$ cat config.mk
export PLATFORM = sky130hd
export DESIGN_NAME = mips_run_ctrl
export DESIGN_NICKNAME = d
export VERILOG_FILES = /design/src/rtl/mips_run_ctrl.sv
export SDC_FILE = /design/constraint.sdc
export NUM_CORES = 1
export LEC_CHECK = 0
export CORE_ASPECT_RATIO = 1.75
export CORE_MARGIN = 10
export CORE_UTILIZATION = 30
export CTS_CLUSTER_DIAMETER = 200
export CTS_CLUSTER_SIZE = 28
export DETAILED_ROUTE_END_ITERATION = 10
export PLACE_DENSITY = 0.65
export SKIP_CTS_REPAIR_TIMING = 1
export SYNTH_ARGS = -nofsm -noshare
export SYNTH_HDL_FRONTEND = slang
export SYNTH_SLANG_ARGS = --single-unit
$ cat constraint.sdc
create_clock -name clk -period 3.8 [get_ports clk]
set_input_delay 1.14 -clock clk [delete_from_list [all_inputs] [get_ports clk]]
set_output_delay 1.14 -clock clk [all_outputs]
set_load 0.01 [all_outputs]
$ cat src/rtl/mips_run_ctrl.sv
//==============================================================================
// Module      : mips_run_ctrl
// Description : Run/debug sequencer for mips_top. Holds the core in reset
//               for RST_CYCLES cycles after start, then free-runs it until a
//               PC breakpoint, an external halt request or a cycle budget
//               stops it. Single-step and resume are available from HALTED.
// Revision    : 1.0 - initial release
//------------------------------------------------------------------------------
// Ports
//   clk             system clock
//   rst             synchronous active-low reset
//   start_i         pulse: begin / restart a run (ignored while running)
//   step_i          pulse: execute one core cycle while halted
//   halt_req_i      level: request halt; its falling edge resumes from HALTED
//   bp_en_i         breakpoint enable
//   bp_addr_i       breakpoint PC
//   cycle_limit_i   run budget in core cycles, 0 = unlimited
//   pc_current_i    current PC reported by the core
//   core_rst_o      active-high reset to the core
//   core_ce_o       clock enable to the core (combinational)
//   state_o         IDLE=0 RST_HOLD=1 RUN=2 STEP=3 HALTED=4 DONE=5
//   cycle_count_o   core cycles executed since leaving RST_HOLD (saturating)
//   bp_hit_o        sticky: last halt caused by breakpoint
//   timeout_o       sticky: run ended by cycle budget
//   done_o          high in DONE
//==============================================================================
`default_nettype none

module mips_run_ctrl #(
  parameter int RST_CYCLES = 2,
  parameter int CNT_W      = 16
) (
  input  logic             clk,
  input  logic             rst,
  input  logic             start_i,
  input  logic             step_i,
  input  logic             halt_req_i,
  input  logic             bp_en_i,
  input  logic [31:0]      bp_addr_i,
  input  logic [CNT_W-1:0] cycle_limit_i,
  input  logic [31:0]      pc_current_i,
  output logic             core_rst_o,
  output logic             core_ce_o,
  output logic [2:0]       state_o,
  output logic [CNT_W-1:0] cycle_count_o,
  output logic             bp_hit_o,
  output logic             timeout_o,
  output logic             done_o
);

  typedef enum logic [2:0] {
    S_IDLE     = 3'd0,
    S_RST_HOLD = 3'd1,
    S_RUN      = 3'd2,
    S_STEP     = 3'd3,
    S_HALTED   = 3'd4,
    S_DONE     = 3'd5
  } state_e;

  localparam int            RC_W     = (RST_CYCLES > 1) ? $clog2(RST_CYCLES) : 1;
  localparam logic [RC_W-1:0] RST_LAST = RC_W'(RST_CYCLES - 1);

  state_e           state_q, state_d;
  logic [CNT_W-1:0] cycle_count_q, cycle_count_d;
  logic             bp_hit_q, bp_hit_d;
  logic             timeout_q, timeout_d;
  logic             skip_bp_q, skip_bp_d;
  logic [RC_W-1:0]  rst_cnt_q, rst_cnt_d;
  logic             halt_req_q;

  logic             bp_match;
  logic             limit_hit;
  logic             stop_now;
  logic             halt_fall;
  logic [CNT_W-1:0] cnt_inc;

  // skip_bp masks the breakpoint for one RUN cycle after a step or resume so
  // that the core can move off the breakpoint address.
  assign bp_match  = bp_en_i && (pc_current_i == bp_addr_i) && !skip_bp_q;
  assign limit_hit = (cycle_limit_i != '0) && (cycle_count_q >= cycle_limit_i);
  assign stop_now  = bp_match || halt_req_i || limit_hit;
  assign halt_fall = halt_req_q && !halt_req_i;
  assign cnt_inc   = (&cycle_count_q) ? cycle_count_q : cycle_count_q + 1'b1;

  always_ff @(posedge clk) begin
    if (!rst) begin
      state_q       <= S_IDLE;
      cycle_count_q <= '0;
      bp_hit_q      <= 1'b0;
      timeout_q     <= 1'b0;
      skip_bp_q     <= 1'b0;
      rst_cnt_q     <= '0;
      halt_req_q    <= 1'b0;
    end else begin
      state_q       <= state_d;
      cycle_count_q <= cycle_count_d;
      bp_hit_q      <= bp_hit_d;
      timeout_q     <= timeout_d;
      skip_bp_q     <= skip_bp_d;
      rst_cnt_q     <= rst_cnt_d;
      halt_req_q    <= halt_req_i;
    end
  end

  always_comb begin
    state_d       = state_q;
    cycle_count_d = cycle_count_q;
    bp_hit_d      = bp_hit_q;
    timeout_d     = timeout_q;
    skip_bp_d     = skip_bp_q;
    rst_cnt_d     = rst_cnt_q;
    core_rst_o    = 1'b0;
    core_ce_o     = 1'b0;
    done_o        = 1'b0;

    unique case (state_q)
      S_IDLE: begin
        core_rst_o = 1'b1;
        if (start_i) begin
          state_d   = S_RST_HOLD;
          rst_cnt_d = '0;
        end
      end

      S_RST_HOLD: begin
        core_rst_o = 1'b1;
        core_ce_o  = 1'b1;
        rst_cnt_d  = rst_cnt_q + 1'b1;
        if (rst_cnt_q == RST_LAST) begin
          state_d       = S_RUN;
          rst_cnt_d     = '0;
          cycle_count_d = '0;
          bp_hit_d      = 1'b0;
          timeout_d     = 1'b0;
          skip_bp_d     = 1'b0;
        end
      end

      S_RUN: begin
        // The core is frozen in the stopping cycle, so a breakpoint leaves
        // the instruction at bp_addr unexecuted.
        core_ce_o = !stop_now;
        skip_bp_d = 1'b0;
        if (limit_hit) begin
          state_d   = S_DONE;
          timeout_d = 1'b1;
        end else if (bp_match) begin
          state_d  = S_HALTED;
          bp_hit_d = 1'b1;
        end else if (halt_req_i) begin
          state_d  = S_HALTED;
          bp_hit_d = 1'b0;
        end else begin
          cycle_count_d = cnt_inc;
        end
      end

      S_STEP: begin
        core_ce_o     = 1'b1;
        cycle_count_d = cnt_inc;
        skip_bp_d     = 1'b1;
        state_d       = S_HALTED;
      end

      S_HALTED: begin
        if (start_i) begin
          state_d   = S_RST_HOLD;
          rst_cnt_d = '0;
        end else if (step_i) begin
          state_d = S_STEP;
        end else if (halt_fall) begin
          state_d   = S_RUN;
          skip_bp_d = 1'b1;
        end
      end

      S_DONE: begin
        done_o = 1'b1;
        if (start_i) begin
          state_d   = S_RST_HOLD;
          rst_cnt_d = '0;
        end
      end

      default: begin
        state_d = S_IDLE;
      end
    endcase
  end

  assign state_o       = state_q;
  assign cycle_count_o = cycle_count_q;
  assign bp_hit_o      = bp_hit_q;
  assign timeout_o     = timeout_q;

endmodule

`default_nettype wire

==> Word-level counts from Yosys, hierarchy flattened <==
Index checks and enable logic that the tools add are counted.
{ "op_classes": {"add_sub_neg": 2, "order_cmp": 1, "n_eq_ne": 19, "n_mux": 32, "n_reduce_logical": 26} }
{ "ops": {"columns": ["op", "n"], "rows": [
  ["two-way mux 16 bit", 5],
  ["one-hot mux 16 bit (3 select lines)", 1],
  ["equality test 32 bit", 1],
  ["two-way mux 3 bit", 8],
  ["adder 16 x 1 -> 16 bit, second input constant", 1],
  [">= comparator 16 bit", 1],
  ["!= test 2 bit, second input constant", 8],
  ["AND reduction 16 bit", 1],
  ["nonzero test 16 bit", 1],
  ["one-hot mux 3 bit (5 select lines)", 1],
  ["two-way mux 1 bit", 12],
  ["AND reduction 5 bit", 2],
  ["!= test 4 bit, second input constant", 2],
  ["one-hot mux 1 bit (2 select lines)", 4],
  ["AND reduction 4 bit", 2],
  ["equality test 3 x 2 -> 1 bit, second input constant", 2],
  ["equality test 3 bit, second input constant", 2],
  ["OR reduction 2 bit", 3],
  ["logical AND 1 bit", 4],
  ["!= test 2 x 1 -> 1 bit, second input constant", 2],
  ["one-hot mux 1 bit (4 select lines)", 1],
  ["nonzero test 2 bit", 2],
  ["nonzero test 4 bit", 1],
  ["equality test 3 x 1 -> 1 bit, second input constant", 1],
  ["other kinds (9)", 12]
]} }
{ "totals": {"ff_bits": 24, "in_bits": 86, "output_inout_bits": 24, "elab_cells": 87} }

==> Logic depth before layout (Yosys ltp) <==
Gate-level depths: netlist of the first run.
{ "depth": {"depth_word": 7, "ltp_mapped": 12, "ltp_nobuf": 10} }

==> Worst setup path after synthesis of the first run <==
No wires, ideal clock.
{ "synth_timing": {"kind": "in2out", "startpoint": "input cycle_limit_i[0]", "endpoint": "output core_ce_o", "arrival_time_ns": 2.639, "required_ns": 2.660, "path_slack_ns": 0.021, "cell_stages": 8, "path_buffers": 0, "path_cell_list": "ha_1 > nand2b_4 > a2111oi_4 > o211ai_2 > a21oi_4 > or2_2 > nand3b_1 > a21oi_1"} }
{ "synth_between": {"elab_chain_len": 5} }
{ "synth_lines": {"columns": ["element", "line", "source"], "rows": [
  ["start, declared", "40", "input logic [CNT_W-1:0] cycle_limit_i,"],
  [">= comparator 16 bit / nonzero test 16 bit (equally long branches)", "80", "assign limit_hit = (cycle_limit_i != '0) && (cycle_count_q >= cycle_limit_i);"],
  ["logical AND 1 bit *", "80", null],
  ["logical OR 1 bit *", "81", "assign stop_now = bp_match || halt_req_i || limit_hit;"],
  ["logical NOT 1 bit *", "142", "core_ce_o = !stop_now;"],
  ["one-hot mux 1 bit (2 select lines) *", "116", "unique case (state_q)"],
  ["end, declared", "43", "output logic core_ce_o,"]
]} }
Every way passes the cells marked *; elsewhere a longest branch is shown, timed or not.

==> Worst setup path after layout of the first run <==
Ends and elaborated chain as after synthesis.

==> run_results.csv, run 1 <==
group,metric,value,unit
status,outcome,"finished with violations",
status,failed_checks,"negative setup slack",
logic_synthesis,netlist.top_cell.by_area,"dfxtp_1",
critical_path,crit_chain,"buf_6 > ha_4 > nand2b_4 > a2111oi_4 > o211ai_2 > a21oi_4 > or2_4 > nand3b_1 > a21oi_2 > buf_2",
global_route,globalRoute.totalOverflow,0,
floorplanning,core-area,6910,um2
cells_and_area,finish.cell_count_without_fillers,501,
floorplanning,io_pins,110,
critical_path,crit_path_max_incr_delay,0.33,ns
clock_network,clock_sinks,24,
logic_synthesis,synth.distinct_cells,44,
floorplanning,start_util,31.1,%
pwr,static-leakage-power,1.94,nW
sta,setup_ws,-0.0880,ns
critical_path,worst_setup_path_end_kind,"output pin",
placement,detailed_place_hpwl,7310,um
global_route,track_usage,14.6,%
logic_synthesis,synth_enable_flop_cells,0,
logic_synthesis,syn-cell-area,2150,um2
logic_synthesis,synth_largest_type_area_fraction,22.4,%
placement,place_inst,493,
global_route,grt_antenna_before_repair,0,
global_route,grt_pass1_vias,2655,
logic_synthesis,ys_top_cells_by_count,"29 x xnor2_1, 24 x dfxtp_1, 24 x nor2_1",
logic_synthesis,async_sr_flop_fraction,0,%
sta,finalWorstPathRequiredPeriod,3.89,ns
floorplanning,fp-row-count,40,
critical_path,critical_path_arrival,2.75,ns
cells_and_area,antenna_cells,0,
worst_hold_path,hold_path_startpoint,"timeout_o",
logic_synthesis,syn_avg_cell_area,7.65,um2
clock_network,cts_buffers,3,
sta,setup-violations-final,1,
critical_path,worst_setup_path_startpoint,"cycle_limit_i[0]",
placement,io_buffers,109,
floorplanning,die_width,84.0,um
clock_network,clk_pin_slew_worst_paths,0.06,ns
critical_path,worstReg2RegStart,"cycle_count_o[1]",
sta,fin_worst_skew,0.00304,ns
sta,timing.final.crit_share,102,%
clock_network,ctsHtreeMaxLevel,1,
pwr,finalPower,1.00,mW
logic_synthesis,yosysMostFrequentCell,"xnor2_1",
cells_and_area,ratio_of_cells_with_drive_above_1_in_the_final_layout,21.3,%
routing,mean_routed_wirelength_per_cell,18.0,um
routing,drc_errors,0,
clock_network,clk-insertion-delay-late,0.26,ns
sta,hold_ws,0.492,ns
cells_and_area,finalNetCount,521,
routing,drt-initial-drc-count,124,
routing,average_via_count_per_standard_cell,5.24,
sta,worst-slew-pin-transition,0.475,ns
placement,finalWeightedCongestion,0.898,
critical_path,max_stage_delay_cell_worst_path,"a2111oi_4",
clock_network,tritoncts,"yes",
sta,final-max-slew-violation-count,0,
cells_and_area,area.growth.synth_to_final,84.5,%
critical_path,crit_fanout,2,
sta,rsz_0062_raised_after_global_routing,"true",
logic_synthesis,synth_top_flop_cell,"dfxtp_1",
logic_synthesis,synth.yosys.warnings,0,
floorplanning,die_area,11100,um2
sta,clock.fmax,257,MHz
pwr,ir_worst_vdd,0.192,mV
logic_synthesis,yosys_register_bits,24,
logic_synthesis,syn_nets,384,
global_route,grt_first_pass_wirelength,13500,um
floorplanning,die_h,132,um
flow_run,number_of_violations_of_the_max_capacitance_limit,0,
worst_hold_path,type_of_the_most_critical_hold_path,"reg -> reg",
global_route,grt_max_degree,19,
logic_synthesis,synth_sequential_area_ratio,22.4,%
routing,drt_wl_total,9010,um
logic_synthesis,synth_area_leaders,"dfxtp_1 22%, xnor2_1 12%, ha_1 9.9%, nor2_1 4.2%, inv_1 4.0%",
cells_and_area,fin_util,57.4,%
clock_network,clockRootBuffer,"clkbuf_16",
critical_path,critical_setup_path_class,"in -> out",
logic_synthesis,synth_cells,281,
sta,hold_violations,0,
routing,drtAntennaViolNets,0,
critical_path,critical_path.startpoint_type,"input pin",
critical_path,cp_data_required_time,2.66,ns
routing,drt-pass1-iter-count,4,
sta,setup_tns,-0.0880,ns
routing,vias,2627,
sta,timing.slew.headroom,68.1,%
pwr,power-per-cell-area,252,nW/um2
clock_network,ctsLongestPathBuffers,2,
[final timing paths]
path / endpoint / slack, ns / cells past startpoint
min reg2reg: timeout_o / 0.49 / 2
min: timeout_o / 0.49 / 2
max: core_ce_o / -0.09 / 10
max reg2reg: cycle_count_o[9] / 1.06 / 10
[state kept, by name (all words and copies together), names as in the netlist]
register / cells
rst_cnt_q: 1
cycle_count_o: 16
skip_bp_q: 1
halt_req_q: 1
bp_hit_o: 1
state_o: 3
timeout_o: 1
[critical path: cells and delay by family]
| kind | cells | cell delay (ns) |
|---|---|---|
| AOI/OAI and AO/OA | 4 | 0.78 |
| adders and majority gates | 1 | 0.20 |
| buffers and inverters | 2 | 0.25 |
| and+or+nand+nor | 3 | 0.38 |
[logic make-up after synthesis]
kind of cell	Yosys count	synth area share, %
compound gates	65	21.9
xor+xnor	32	13.0
fa+ha+maj	17	9.90
buf+inv	34	6.46
flops	24	22.4
mux	1	0.466
simple gates	108	25.8
[through the flow]
| stage | worst slack [ns] | cell area (um2) |
|---|---|---|
| after floorplan | 0.0215 | 2150 |
| after global placement | -0.988 | 3520 |
| after detailed placement | -0.988 | 3520 |
| after CTS | -0.997 | 3610 |
| after global routing | -0.172 | 3970 |
| final | -0.0880 | 3970 |
[placed cells by master, fill, tap and decap left out, types with 3 or more instances in the layout]
cell              n
a21oi_2           4
buf_4            34
nor2b_1           3
nor2_1           24
inv_2             9
dfxtp_1          24
inv_1            13
and4_1            3
ha_4             11
xnor2_1          27
or3_1             3
buf_6             3
and3_1            4
clkbuf_2          7
nor4_1            5
xor2_1            3
nand4_1           8
o31ai_1           7
a21oi_1           7
o21ai_0          11
a31oi_1           5
clkdlybuf4s50_1  42
clkbuf_16         3
nand3b_1          3
nor3_1            4
nand2_1          22
dlymetal6s2s_1   56
o32ai_1           3
o211ai_1          8
ha_1              5
nand2b_1          4
nand3_1          16
[final cells by class]
cell class                      instances  area [um2]
Tap cell                               84         105
Timing Repair Buffer                  143        1450
Clock buffer                            4        88.8
Sequential cell                        24         480
Multi-Input combinational cell        223        1750
Inverter                               23        88.8
Fill cell                             616        2940
[metal layers]
metal / track usage, % / vias to the layer above / routed length [um]
li1: - / 1286 / -
met2: 26.3 / 114 / 4510
met3: 3.65 / 13 / 579
met5: 0 / - / 0
met4: 3.74 / 0 / 204
met1: 16.4 / 1214 / 3710
[power by group]
group / switching, mW / leakage (nW) / internal, mW
Sequential: 0.0287 / 0.194 / 0.272
Combinational: 0.222 / 1.70 / 0.225
Clock: 0.0916 / 0.0442 / 0.161
(Power assumes the default switching activity.)
==> inputs of run 2 (changes only) <==
Settings changed: CELL_PAD_IN_SITES_DETAIL_PLACEMENT set to 0, CELL_PAD_IN_SITES_GLOBAL_PLACEMENT set to 1, CORE_UTILIZATION 30 to 28, GPL_ROUTABILITY_DRIVEN set to 0, PLACE_DENSITY 0.65 to 0.84, SLEW_MARGIN set to 10.
==> run 2 against run 1 <==
Compared with the run above:
- wire length is essentially flat
- clock skew up 0.0084 ns
- critical path type unchanged
- clock-buffer cell count down 1
- the run still ends with negative setup slack left
- largest power group unchanged
- largest cell class unchanged
- register-to-register slack barely moved
- worst hold slack gained 0.024 ns
==> run_results.csv, run 2 (synthesized netlist as in run 1, its figures left out) <==
group,metric,value,unit
clock_network,clock_sinks,24,
clock_network,cts_buffers,3,
sta,setup-violations-final,1,
sta,rsz_0062_raised_after_global_routing,"true",
critical_path,max_stage_delay_cell_worst_path,"ha_4",
placement,placement.cell_area,3560,um2
routing,average_via_count_per_standard_cell,5.16,
floorplanning,die_width,86.2,um
pwr,power-per-cell-area,262,nW/um2
floorplanning,io_pins,110,
global_route,grt_pass1_vias,2769,
sta,timing.final.crit_share,103,%
global_route,grt_first_pass_wirelength,13500,um
status,outcome,"finished with violations",
sta,clock.fmax,256,MHz
global_route,grt_max_degree,19,
pwr,ir_worst_vdd,0.179,mV
critical_path,crit_chain,"dlymetal6s2s_1 > inv_2 > ha_4 > a21o_1 > a21oi_4 > o211ai_2 > a21oi_4 > or2_4 > nand3b_1 > a21oi_1 > buf_2",
floorplanning,core-area,7510,um2
routing,drtAntennaViolNets,0,
clock_network,ctsHtreeMaxLevel,1,
worst_hold_path,type_of_the_most_critical_hold_path,"reg -> reg",
clock_network,tritoncts,"yes",
routing,drt-initial-drc-count,123,
sta,finalWorstPathRequiredPeriod,3.90,ns
cells_and_area,antenna_cells,0,
critical_path,worst_path_most_repeated_cell,"a21oi_4",
sta,worst-slew-pin-transition,0.489,ns
floorplanning,die_h,136,um
flow_run,number_of_violations_of_the_max_capacitance_limit,0,
critical_path,r2r_cells,10,
cells_and_area,n_fill_cell,693,
cells_and_area,multi_input_gate_area_in_the_final_layout,1770,um2
critical_path,critical_setup_path_class,"in -> out",
sta,final-max-slew-violation-count,0,
floorplanning,fp-row-count,42,
global_route,globalRoute.totalOverflow,0,
routing,drt-pass1-iter-count,4,
critical_path,crit_fanout,2,
cells_and_area,area.growth.synth_to_final,88.1,%
cells_and_area,layout.cells.most_common,"dlymetal6s2s_1",
placement,detailed_place_hpwl,7300,um
sta,fin_worst_skew,0.0114,ns
clock_network,ctsLongestPathBuffers,2,
cells_and_area,seq_area,480,um2
sta,setup_ws,-0.0997,ns
critical_path,critical_path_arrival,2.76,ns
global_route,grt_antenna_before_repair,0,
global_route,track_usage,14.2,%
floorplanning,die_area,11700,um2
cells_and_area,largest_register_ff_count,16,
critical_path,critical_path.startpoint_type,"input pin",
cells_and_area,final_cell_mix,"52 x dlymetal6s2s_1, 46 x clkdlybuf4s50_1, 38 x buf_4",
critical_path,crit_path_max_incr_delay,0.25,ns
routing,drt_wl_total,9010,um
cells_and_area,final_cell_area,4040,um2
status,failed_checks,"negative setup slack",
routing,vias,2628,
cells_and_area,ratio_of_cells_with_drive_above_1_in_the_final_layout,22.3,%
clock_network,clk-insertion-delay-late,0.27,ns
pwr,static-leakage-power,1.93,nW
placement,io_buffers,109,
sta,hold_ws,0.516,ns
worst_hold_path,hold_path_depth,2,
routing,drc_errors,0,
critical_path,cp_data_required_time,2.66,ns
cells_and_area,finalNetCount,525,
clock_network,clk_pin_slew_worst_paths,0.07,ns
routing,mean_routed_wirelength_per_cell,17.7,um
sta,timing.slew.headroom,67.1,%
clock_network,clockRootBuffer,"clkbuf_16",
floorplanning,start_util,28.6,%
critical_path,worst_setup_path_end_kind,"output pin",
sta,hold_violations,0,
==> run 2: cell count changes in the layout (fill, tap and decap cells not counted), moves of 2 or more <==
cell	change
buf_4	+4
clkdlybuf4s50_1	+4
dlymetal6s2s_1	-4
clkbuf_2	-2
ha_4	+2
xnor2_1	+2
xnor2_2	-2
==> run 2: final cells by class <==
| type | count | share of cell area [%] |
|---|---|---|
| Tap cell | 88 | 2.72 |
| Timing Repair Buffer | 147 | 36.8 |
| Clock inverter | 1 | 0.743 |
| Sequential cell | 24 | 11.9 |
| Inverter | 23 | 2.26 |
| Multi-Input combinational cell | 223 | 43.8 |
| Clock buffer | 3 | 1.86 |
==> run 2: through the flow <==
stage                     instances  util, %  total power [mW]  setup slack, ns  TNS (ns)
after CTS                       506     48.8              1.06            -1.06     -1.06
after global placement          502     47.4             0.742           -0.992     -1.07
after detailed placement        502     47.4             0.748            -1.06     -1.94
after floorplan                 281        -             0.536           0.0215         0
final                           509     53.8              1.06          -0.0997   -0.0997
after global routing            509     53.8              1.12           -0.156    -0.156
==> run 2: report_power, final <==
group	leakage, nW	switching [mW]	internal, mW
logic	1.69	0.217	0.228
clock network	0.0511	0.102	0.210
registers	0.194	0.0292	0.272
total	1.93	0.348	0.710
==> run 2: worst max-delay path: cells and delay by family <==
kind | cells | cell delay [ns]
and+or+nand+nor | 2 | 0.23
AOI/OAI and AO/OA | 5 | 0.78
adders and majority gates | 1 | 0.25
buffers and inverters | 3 | 0.35
==> run 2: per-layer routing <==
layer	vias to the layer above	track usage, %	wire, um
li1	1286	-	-
met1	1216	15.3	3690
met2	117	26.5	4540
met3	9	3.30	632
met4	0	3.89	144
met5	-	0	0
==> run 2: path summary, 6_finish.rpt <==
check	from	to	slack, ns
worst min-delay path	timeout_o	timeout_o	0.52
worst max register to register	cycle_count_o[1]	cycle_count_o[15]	1.06
worst min register to register	timeout_o	timeout_o	0.52
worst max-delay path	cycle_limit_i[6]	core_ce_o	-0.1
